## src/rtl/imem_loader_pkg.sv

```systemverilog
// Shared definitions for the boot-time instruction-memory loader.
//   state_e          : loader FSM states
//   SyncByteDefault  : default frame start marker
//   LenBits          : width of the word-count field in the frame header
//   is_rx_state()    : states in which the loader accepts bytes
package imem_loader_pkg;

  localparam int unsigned StateBits       = 3;
  localparam int unsigned LenBits         = 16;
  localparam logic [7:0]  SyncByteDefault = 8'hA5;

  typedef enum logic [StateBits-1:0] {
    StIdle  = 3'd0,
    StLenHi = 3'd1,
    StLenLo = 3'd2,
    StData  = 3'd3,
    StCsum  = 3'd4,
    StDone  = 3'd5,
    StError = 3'd6
  } state_e;

  // Terminal states (done/error) stop accepting bytes until reset.
  function automatic logic is_rx_state(state_e s);
    return (s != StDone) && (s != StError);
  endfunction

endpackage

```

## src/rtl/imem_loader.sv

```systemverilog
// Boot-time loader feeding the instruction-memory write port.
// Receives a framed byte stream (SYNC, LEN_HI, LEN_LO, N*4 data bytes, CSUM),
// assembles big-endian 32-bit words and writes them at consecutive addresses
// from 0. The processor is held in reset until a checksum-valid image is in.
// Ports:
//   clock, reset          : system clock, synchronous active-high reset
//   in_data/in_valid      : received byte and its qualifier
//   in_ready              : loader accepts a byte this cycle
//   imem_wEn/addr/dataIn  : one-cycle instruction-memory write
//   cpu_reset             : processor reset, released once the load is verified
//   done / error          : load verified / length or checksum failure
module imem_loader
  import imem_loader_pkg::*;
#(
  parameter int unsigned ADDR_WIDTH = 12,
  parameter int unsigned MAX_WORDS  = 4096,
  parameter logic [7:0]  SYNC_BYTE  = SyncByteDefault
) (
  input  logic                  clock,
  input  logic                  reset,
  input  logic [7:0]            in_data,
  input  logic                  in_valid,
  output logic                  in_ready,
  output logic                  imem_wEn,
  output logic [ADDR_WIDTH-1:0] imem_addr,
  output logic [31:0]           imem_dataIn,
  output logic                  cpu_reset,
  output logic                  done,
  output logic                  error
);

  state_e               state_q, state_d;
  logic [LenBits-1:0]   len_q, len_d;
  logic [1:0]           byte_cnt_q, byte_cnt_d;
  logic [LenBits-1:0]   word_cnt_q, word_cnt_d;
  logic [23:0]          shift_q, shift_d;
  logic [7:0]           xor_q, xor_d;
  logic                 wen_q, wen_d;
  logic [ADDR_WIDTH-1:0] addr_q, addr_d;
  logic [31:0]          data_q, data_d;
  logic                 accept;

  always_ff @(posedge clock) begin
    if (reset) begin
      state_q    <= StIdle;
      len_q      <= '0;
      byte_cnt_q <= '0;
      word_cnt_q <= '0;
      shift_q    <= '0;
      xor_q      <= '0;
      wen_q      <= 1'b0;
      addr_q     <= '0;
      data_q     <= '0;
    end else begin
      state_q    <= state_d;
      len_q      <= len_d;
      byte_cnt_q <= byte_cnt_d;
      word_cnt_q <= word_cnt_d;
      shift_q    <= shift_d;
      xor_q      <= xor_d;
      wen_q      <= wen_d;
      addr_q     <= addr_d;
      data_q     <= data_d;
    end
  end

  // Outputs decode only registered state, never in_valid/in_data.
  always_comb begin
    in_ready    = is_rx_state(state_q);
    done        = (state_q == StDone);
    error       = (state_q == StError);
    cpu_reset   = (state_q != StDone);
    imem_wEn    = wen_q;
    imem_addr   = addr_q;
    imem_dataIn = data_q;
  end

  assign accept = in_valid && in_ready;

  always_comb begin
    state_d    = state_q;
    len_d      = len_q;
    byte_cnt_d = byte_cnt_q;
    word_cnt_d = word_cnt_q;
    shift_d    = shift_q;
    xor_d      = xor_q;
    wen_d      = 1'b0;
    addr_d     = addr_q;
    data_d     = data_q;

    unique case (state_q)
      StIdle: begin
        byte_cnt_d = '0;
        word_cnt_d = '0;
        xor_d      = '0;
        // Non-sync bytes are dropped so a stray prefix resynchronises.
        if (accept && (in_data == SYNC_BYTE)) begin
          state_d = StLenHi;
        end
      end
      StLenHi: begin
        if (accept) begin
          len_d[15:8] = in_data;
          state_d     = StLenLo;
        end
      end
      StLenLo: begin
        if (accept) begin
          len_d[7:0] = in_data;
          if (32'({len_q[15:8], in_data}) > MAX_WORDS) begin
            state_d = StError;
          end else if ({len_q[15:8], in_data} == '0) begin
            state_d = StCsum;
          end else begin
            state_d = StData;
          end
        end
      end
      StData: begin
        if (accept) begin
          xor_d      = xor_q ^ in_data;
          byte_cnt_d = byte_cnt_q + 2'd1;
          shift_d    = {shift_q[15:0], in_data};
          if (byte_cnt_q == 2'd3) begin
            wen_d      = 1'b1;
            addr_d     = word_cnt_q[ADDR_WIDTH-1:0];
            data_d     = {shift_q, in_data};
            word_cnt_d = word_cnt_q + 1'b1;
            if ((word_cnt_q + 1'b1) == len_q) begin
              state_d = StCsum;
            end
          end
        end
      end
      StCsum: begin
        if (accept) begin
          state_d = (in_data == xor_q) ? StDone : StError;
        end
      end
      StDone, StError: begin
        // Terminal until reset.
      end
      default: state_d = StIdle;
    endcase
  end

endmodule
```

## config.mk

```make
export PLATFORM = sky130hd
export DESIGN_NAME = imem_loader
export DESIGN_NICKNAME = d
export VERILOG_FILES = /design/src/rtl/imem_loader_pkg.sv /design/src/rtl/imem_loader.sv
export SDC_FILE = /design/constraint.sdc
export NUM_CORES = 1
export LEC_CHECK = 0
export CORE_UTILIZATION = 50
export CTS_BUF_LIST = sky130_fd_sc_hd__clkbuf_8
export DETAILED_ROUTE_END_ITERATION = 8
export PLACE_DENSITY_LB_ADDON = 0.1
export SETUP_SLACK_MARGIN = 0.1
export SYNTH_ARGS = -nofsm -noshare
export SYNTH_HDL_FRONTEND = slang
export SYNTH_SLANG_ARGS = --single-unit
```

## constraint.sdc

```tcl
create_clock -name clock -period 2.65 [get_ports clock]
set_input_delay 0.795 -clock clock [delete_from_list [all_inputs] [get_ports clock]]
set_output_delay 0.795 -clock clock [all_outputs]
set_load 0.03 [all_outputs]
```

==> results.cfg, run 1 <==
[logic_synthesis]
yosys.area_share.adder_pct = 0.487
synth_mux_area_share_pct = 0.292
yosysSeqAreaShare_pct = 44.4
synth_top_family_by_area = simple AND/OR/NAND/NOR gates
synth_top_area_share_pct = 44.4
ys_warn_count = 0
syn_area_per_cell_sq_um = 7.63
synthArstFlopShare_pct = 0
synth.distinct_cells = 57
synthFlopType = dfxtp_1
synth.most_common_cell = nand2_1
syn-cell-area_sq_um = 5140
synth_area_leaders = dfxtp_1 44%, nand2_1 14%, a21oi_1 11%, xnor2_1 3.6%, clkbuf_1 3.0%
synthSimpleGateAreaFrac_pct = 25.9
ys_seq_elements = 114
synth_fp_nets = 686
synth_commonest_cells = 185 x nand2_1, 114 x dfxtp_1, 112 x a21oi_1
synth-compound-area-share_pct = 18.3
netlist_instances = 673
synth_xor_area_share_pct = 4.94
synth_top_area_cell = dfxtp_1
synth_edf_count = 0

[floorplan]
row_count = 36
io_pins = 60
die_w_microns = 103
design.core.area_sq_um = 9860
start_util_pct = 52.1
die_y_microns = 103
die_area_sq_um = 10700

[timing]
timing_hold_violations_final = 0
maxSlewViolCount = 0
fin_skew_ns = 0.00947
relSlewSlack_pct = 69.3
max_freq_mhz = 403
finalCritPeriodShare_pct = 93.7
finalSetupViolations = 0
fin_setup_tns_ns = 0
worst_pin_slew_ns = 0.461
min_period_ns = 2.48
rsz0062_at_grt = false

[placed_design]
hpwl_microns = 8920
io_buffers = 59
gp_congestion = 0.876
dp_cells = 844

[setup_path]
critPathMaxFanout = 3
start_kind = flop
r2r_cells = 8
worstPathRequired_ns = 1.86
critPathKind = flop to output port
cp-end-kind = output port
cp.arrival_ns = 1.69

[drt]
drt_iter0_markers = 262
routed_wl_microns = 12700
drtPass1Iterations = 5
drc = 0
num_vias = 4735
vias_per_cell = 5.41
wl_per_cell_microns = 14.5
ant_nets = 0

[clock_network]
cts_setup_buffers = 0
root_buffer = clkbuf_8
cts_max_path_buffers = 2
clk_latency_ns = 0.42
cts.sinks = 114
ctsHtreeMaxLevel = 4
path_clk_slew_ns = 0.07
numCtsBuffers = 17
cts_tree = done

[final_layout]
drive_gt1_share_pct = 12.0
n_antenna_cell = 0
nNetsFinal = 743
instances_no_fill = 875
n_fill_cell = 884
area_growth_pct = 23.3

[global_route]
grtUsageTotal_pct = 25.2
grt_max_degree = 48
overflow = 0
antenna_found_initial = 0
grt_pass1_vias = 4331
grt_pass1_wl_microns = 20700

[pwr]
power_density_nw_per_um2 = 545
total_power_w = 0.00345
p_leak_nw = 2.22
ir_drop_mv = 0.535

[worst_hold_path]
hold_depth = 2
hp-class = flop to flop

[run_status]
outcome = finished clean

[flow_run]
drv_cap = 0
==> registers in the layout, indices dropped and copies added, names as in the netlist <==
signal,count
imem_addr,12
xor_q,8
word_cnt_q,16
imem_dataIn,32
byte_cnt_q,2
imem_wEn,1
shift_q,24
state_q,3
len_q,16
==> final timing paths <==
path	end	slack, ns	start
worst max-delay path	done	0.17	state_q[1]$_SDFFE_PP0P_
worst min-delay path	imem_addr[6]$_SDFFE_PP0P_	0.45	imem_addr[6]$_SDFFE_PP0P_
worst max register to register	state_q[1]$_SDFFE_PP0P_	0.35	word_cnt_q[1]$_SDFFE_PP0P_
worst min register to register	imem_addr[6]$_SDFFE_PP0P_	0.45	imem_addr[6]$_SDFFE_PP0P_
==> critical path, cell delays in order (launching register included) <==
cell	delay [ns]
dfxtp_1	0.32
nand3b_1	0.20
inv_1	0.08
clkdlybuf4s50_1	0.67
==> routing by layer <==
metal / vias to the layer above / track usage (%) / wire, microns
met5: - / 0 / 0
met2: 107 / 40.7 / 6000
li1: 2376 / - / -
met4: 0 / 8.56 / 155
met3: 12 / 6.25 / 602
met1: 2240 / 33.0 / 5940
==> where the power goes <==
part,internal (W),total (W),switching [W]
Combinational,0.0000340,0.0000910,0.0000570
Sequential,0.00171,0.00171,0.000000404
Clock,0.000962,0.00165,0.000687
==> per-stage QoR <==
stage / hold WS (ns) / worst slack [ns] / area (sq um) / util [%]
4_1_cts: 0.456 / 0.127 / 6320 / 64.1
6_report: 0.451 / 0.166 / 6330 / 64.2
5_1_grt: 0.473 / 0.106 / 6330 / 64.2
2_1_floorplan: 0.432 / 0.142 / 5140 / -
3_5_place_dp: 0.447 / -0.305 / 5920 / 60.0
3_3_place_gp: 0.446 / -0.262 / 5920 / 60.0
==> layout by cell type, fill, tap and decap left out, types with 3 or more instances in the layout <==
| cell type | n |
|---|---|
| xor2_1 | 8 |
| nand4_1 | 8 |
| inv_1 | 6 |
| dfxtp_1 | 113 |
| nor3_1 | 8 |
| and3_1 | 5 |
| bufinv_16 | 3 |
| nand2b_1 | 6 |
| buf_4 | 36 |
| xnor2_1 | 21 |
| o21ai_0 | 24 |
| clkinv_2 | 4 |
| clkbuf_8 | 19 |
| nor2_1 | 41 |
| clkdlybuf4s50_1 | 57 |
| o22ai_1 | 3 |
| a21o_1 | 3 |
| a21oi_1 | 112 |
| nand3b_1 | 3 |
| nor4_1 | 4 |
| or3_1 | 3 |
| a211oi_1 | 5 |
| nand3_1 | 11 |
| nand2_1 | 184 |
==> cell type report <==
type                            instances  area [sq um]  share of cell area [%]
Clock buffer                           19           262                    4.13
Multi-Input combinational cell        497          2580                    40.7
Inverter                                4          15.0                   0.237
Tap cell                              133           166                    2.63
Timing Repair Buffer                   96           890                    14.0
Clock inverter                         12           141                    2.23
Sequential cell                       114          2280                    36.1
==> kinds of logic after synthesis <==
group	after synthesis
adder cells (fa/ha/maj)	2
AND/OR/NAND/NOR	297
flip-flops	114
multiplexers	1
buffers and inverters	62
XOR/XNOR	29
AO/OA/AOI/OAI	168
==> timing repair <==
item | CTS | global route
resized for setup | 1 | 3
hold buffers | 0 | 0
gates cloned | 0 | 0
pin swaps | 0 | 1
setup endpoints to repair | 1 | 3
No activity file was read; power rests on OpenSTA's default activity.
==> inputs of run 2 (changes only) <==
--- a/config.mk
+++ b/config.mk
@@ -5,7 +5,7 @@
 export SDC_FILE = /design/constraint.sdc
 export NUM_CORES = 1
 export LEC_CHECK = 0
-export CORE_UTILIZATION = 50
+export CORE_UTILIZATION = 35
 export CTS_BUF_LIST = sky130_fd_sc_hd__clkbuf_8
 export DETAILED_ROUTE_END_ITERATION = 8
 export PLACE_DENSITY_LB_ADDON = 0.1
==> run 2 against run 1 <==
Global-route usage fell by 6.1 points. Flip-flop and latch count is the same. Routed wire length rose by 7.5%. Critical path type unchanged. Die area increased by 42%. Critical path depth shrank 1. Sequential power barely moved. Highest routed layer unchanged. Design area rose by 1.2%. Sequential share of layout area shrank 0.43 points. Largest cell class unchanged. First-iteration DRC count grew 15%.
==> results.cfg, run 2 (synthesized netlist as in run 1, its figures left out) <==
[run_status]
outcome = finished clean

[setup_path]
critPathKind = flop to output port
cpLargestDelayFamily = buffers and inverters
crit_chain = nand3b_1 -> clkdlybuf4s50_1
cp.buffers_inverters = 1
cp-end-kind = output port
slowest_delay_ns = 0.68
critPathMaxFanout = 3
start_kind = flop
r2r_cells = 10
critical_path_depth = 2
cp.arrival_ns = 1.61
worstPathRequired_ns = 1.86
cp_slowest_cell = clkdlybuf4s50_1

[drt]
drc = 0
wl_per_cell_microns = 14.8
ant_nets = 0
num_vias = 4706
vias_per_cell = 5.09
drt_iter0_markers = 300
routed_wl_microns = 13700
drtPass1Iterations = 5

[worst_hold_path]
hold_depth = 2
hp-class = flop to flop

[final_layout]
area_growth_pct = 24.8
final_common_cell = nand2_1
design_area_sq_um = 6410
drive_gt1_share_pct = 12.3
n_fill_cell = 1453
largest_reg_flops = 32
layout_common_cells = 184 x nand2_1, 113 x dfxtp_1, 112 x a21oi_1
nNetsFinal = 746
n_antenna_cell = 0

[floorplan]
row_count = 43
start_util_pct = 36.4
io_pins = 60
die_w_microns = 123
design.core.area_sq_um = 14100
die_area_sq_um = 15200
die_y_microns = 123

[flow_run]
drv_cap = 0

[timing]
relSlewSlack_pct = 68.3
finalCritPeriodShare_pct = 90.8
finalSetupViolations = 0
timing_hold_violations_final = 0
rsz0062_at_grt = true
fin_skew_ns = 0.00593
holdWs_ns = 0.454
max_freq_mhz = 416
worst_pin_slew_ns = 0.475
min_period_ns = 2.41
maxSlewViolCount = 0

[clock_network]
ctsHtreeMaxLevel = 4
postCtsHoldBufs = 0
cts_max_path_buffers = 2
cts.sinks = 114
clk_latency_ns = 0.43
cts_tree = done
path_clk_slew_ns = 0.07
numCtsBuffers = 17
root_buffer = clkbuf_8

[pwr]
total_power_w = 0.00335
combinationalPowerShare_pct = 2.8
ir_drop_mv = 0.252
switchingPower_w = 0.000761
intPower_w = 0.00259
swShare_pct = 22.7
pwr-share-clk_pct = 46.0
power_density_nw_per_um2 = 522
p_leak_nw = 2.24
power_frac_seq_pct = 51.2

[global_route]
grt_pass1_vias = 4473
antenna_found_initial = 0
grtUsageTotal_pct = 19.1
grt_max_degree = 96
grt_pass1_wl_microns = 22100
overflow = 0

[placed_design]
hpwl_microns = 9420
io_buffers = 59
placed_area_sq_um = 6010
gp_congestion = 0.885
==> run 2: layer usage <==
metal  track usage [%]  share of wire [%]  up-vias  routed length (microns)
met3              4.57                4.1       11                      561
met2              30.6                 47       93                     6460
met1              25.2                 47     2204                     6480
met4              6.55                1.1        0                      144
met5                 0                  0        -                        0
li1                  -                  -     2398                        -
==> run 2: worst reg2reg max path: stages (launching register included) <==
cell and delay, ns:
dfxtp_1 0.48, ha_4 0.23, and3_1 0.24, buf_4 0.14, nand4b_1 0.09, a21oi_1 0.12, o2111ai_1 0.24, nor4_4 0.34
buf_4 0.17, o21ai_0 0.09, o2bb2ai_1 0.14
==> run 2: power by group through the flow <==
stage,sequential [W],combinational (W),clock [W]
2_1_floorplan,0.00175,0.0000520,0
3_3_place_gp,0.00175,0.0000927,0
3_5_place_dp,0.00175,0.0000939,0
5_1_grt,0.00171,0.000102,0.00165
6_report,0.00171,0.0000950,0.00154
4_1_cts,0.00171,0.0000951,0.00157
==> run 2: timing repair <==
| action | in CTS | in global routing |
|---|---|---|
| pin swaps | 0 | 2 |
| setup buffers | 0 | 0 |
| endpoints found under the setup margin | 3 | 4 |
| gates resized for setup | 2 | 6 |
==> run 2: layout make-up <==
class | count | area (sq um) | share of cell area, %
multi-input cells | 497 | 2590 | 40.4
flip-flops and latches | 114 | 2280 | 35.6
repair buffers | 99 | 927 | 14.5
clock buffers | 18 | 248 | 3.86
well taps | 180 | 225 | 3.51
clock inverters | 13 | 123 | 1.91
inverters | 4 | 15.0 | 0.234
==> run 2: metrics by stage <==
stage                     setup WS (ns)  utilization [%]  cells  TNS, ns
after floorplan                   0.142                -    673        0
after global placement           -0.264             42.7    894   -0.673
after detailed placement         -0.366             42.7    894    -1.01
after CTS                         0.126             45.3    925        0
after global routing             0.0891             45.5    925        0
final                             0.245             45.5    925        0
==> run 2: path summary, 6_finish.rpt <==
kind,from,endpoint,slack (ns)
worst min-delay path,shift_q[18]$_SDFFE_PP0P_,shift_q[18]$_SDFFE_PP0P_,0.45
worst max-delay path,state_q[1]$_SDFFE_PP0P_,cpu_reset,0.24
worst min register to register,shift_q[18]$_SDFFE_PP0P_,shift_q[18]$_SDFFE_PP0P_,0.45
worst max register to register,word_cnt_q[0]$_SDFFE_PP0P_,state_q[2]$_SDFFE_PP0P_,0.26
==> inputs of run 3 (changes only) <==
--- a/config.mk
+++ b/config.mk
@@ -5,9 +5,10 @@
 export SDC_FILE = /design/constraint.sdc
 export NUM_CORES = 1
 export LEC_CHECK = 0
-export CORE_UTILIZATION = 35
+export CORE_UTILIZATION = 58
 export CTS_BUF_LIST = sky130_fd_sc_hd__clkbuf_8
 export DETAILED_ROUTE_END_ITERATION = 8
+export GPL_TIMING_DRIVEN = 0
 export PLACE_DENSITY_LB_ADDON = 0.1
 export SETUP_SLACK_MARGIN = 0.1
 export SYNTH_ARGS = -nofsm -noshare
==> run 3 against run 2 <==
Sequential power barely moved. Non-clock buffer count rose by 9. Clock power rose by 25%. Register-to-register slack barely moved. Clock skew rose by 0.015 ns. Setup slack got worse by 0.046 ns. Sequential share of layout area rose by 0.93 points. Fmax fell by 1.9%.
==> results.cfg, run 3 (synthesized netlist as in run 1, its figures left out) <==
[timing]
relSlewSlack_pct = 44.6
max_freq_mhz = 408
fin_setup_tns_ns = 0
finalSetupViolations = 0
finalCritPeriodShare_pct = 92.5
worst_slack_ns = 0.198
timing_hold_violations_final = 0
holdWs_ns = 0.453
min_period_ns = 2.45
worst_pin_slew_ns = 0.825
rsz0062_at_grt = false
fin_skew_ns = 0.0214
maxSlewViolCount = 0

[global_route]
grt_max_degree = 17
grtUsageTotal_pct = 30.6
grt_pass1_wl_microns = 21300
antenna_found_initial = 0
grt_pass1_vias = 4546
overflow = 0

[final_layout]
layout_common_cells = 185 x nand2_1, 112 x a21oi_1, 112 x dfxtp_1
n_antenna_cell = 0
nNetsFinal = 755
largest_reg_flops = 32
n_fill_cell = 650
final_common_cell = nand2_1
instances_no_fill = 860
area_growth_pct = 21.7
drive_gt1_share_pct = 9.93
design_area_sq_um = 6250

[setup_path]
reg2reg_setup_slack_ns = 0.26
reg2reg_from = word_cnt_q[0]$_SDFFE_PP0P_
cp-end-kind = output port
critPathKind = flop to output port
cp.arrival_ns = 1.66
slowest_delay_ns = 0.45
worstPathRequired_ns = 1.86
start_kind = flop
crit_path_start = state_q[1]$_SDFFE_PP0P_
crit_chain = nand3b_1 -> o21a_1 -> dlygate4sd2_1
r2r_cells = 9
crit_end = in_ready
critPathMaxFanout = 7
r2r-end = state_q[1]$_SDFFE_PP0P_
cp_slowest_cell = dfxtp_1

[drt]
routed_wl_microns = 13400
drc = 0
wl_per_cell_microns = 15.6
drtPass1Iterations = 7
vias_per_cell = 5.81
num_vias = 4998
drt_iter0_markers = 398
ant_nets = 0

[clock_network]
cts_max_path_buffers = 2
cts.sinks = 114
root_buffer = clkbuf_8
cts_tree = done
ctsHtreeMaxLevel = 4
path_clk_slew_ns = 0.09
numCtsBuffers = 17
clk_latency_ns = 0.44
postCtsHoldBufs = 0

[floorplan]
die_y_microns = 96.1
die_w_microns = 96.1
design.core.area_sq_um = 8380
die_area_sq_um = 9240
start_util_pct = 61.3
row_count = 33
io_pins = 60

[placed_design]
placed_area_sq_um = 5760
gp_congestion = 0.902
dp_slack_ns = -0.298
dp_cells = 827
io_buffers = 49
hpwl_microns = 9330

[pwr]
power_density_nw_per_um2 = 593
p_leak_nw = 2.17
ir_drop_mv = 0.446

[worst_hold_path]
hp-class = flop to flop

[run_status]
outcome = finished clean

[flow_run]
drv_cap = 0
[run 3: changes by cell type in the layout (fill, tap and decap cells not counted), moves of 4 or more]
cell,before,now
clkbuf_2,0,4
clkbuf_1,0,37
buf_2,0,10
buf_6,0,4
buf_4,38,3
clkdlybuf4s50_1,56,45
[run 3: worst min path at each step]
stage,startpoint,to,slack (ns),cells past startpoint
2_1_floorplan,shift_q[16]$_SDFFE_PP0P_,imem_dataIn[24]$_SDFFE_PP0P_,0.43,2
3_3_place_gp,imem_dataIn[3]$_SDFFE_PP0P_,imem_dataIn[3]$_SDFFE_PP0P_,0.44,2
3_5_place_dp,shift_q[22]$_SDFFE_PP0P_,imem_dataIn[30]$_SDFFE_PP0P_,0.45,2
4_1_cts,imem_addr[4]$_SDFFE_PP0P_,imem_addr[4]$_SDFFE_PP0P_,0.45,2
5_1_grt,shift_q[19]$_SDFFE_PP0P_,imem_dataIn[27]$_SDFFE_PP0P_,0.48,2
6_report,imem_dataIn[4]$_SDFFE_PP0P_,imem_dataIn[4]$_SDFFE_PP0P_,0.45,2
[run 3: what timing repair did]
action                                  4_1_cts  5_1_grt
pin swaps                                     1        1
buffers inserted                              0        1
endpoints found under the setup margin        5       33
resized for setup                             8        6
[run 3: cell type report]
type	count	area, sq um	area share [%]
clock buffers	19	262	4.18
well taps	105	131	2.10
repair buffers	50	493	7.89
inverters	4	15.0	0.240
flip-flops and latches	114	2280	36.6
clock inverters	13	208	3.32
plain buffers	58	283	4.52
multi-input cells	497	2570	41.2
[run 3: stage by stage]
stage | power [W] | utilization [%]
floorplan | 0.00180 | -
global placement | 0.00183 | 68.7
detailed placement | 0.00183 | 68.7
CTS | 0.00370 | 74.3
global route | 0.00378 | 74.6
finish | 0.00371 | 74.6
[run 3: routing by layer]
layer / global-route usage [%] / up-vias / routed length (microns)
li1: - / 2412 / -
met1: 36.4 / 2341 / 5600
met2: 54.0 / 213 / 6670
met3: 5.85 / 32 / 892
met4: 12.2 / 0 / 247
met5: 0 / - / 0
[run 3: power breakdown]
group / switching, W / internal [W]
clock network: 0.000745 / 0.00117
logic: 0.0000610 / 0.0000178
registers: 0.000000313 / 0.00171
[run 3: worst max-delay path, delay by kind of cell, from the launching register on]
| family | cells | cell delay (ns) |
|---|---|---|
| DFF | 1 | 0.45 |
| and+or+nand+nor | 1 | 0.19 |
| AOI/OAI and AO/OA | 1 | 0.17 |
| buffers and inverters | 1 | 0.40 |
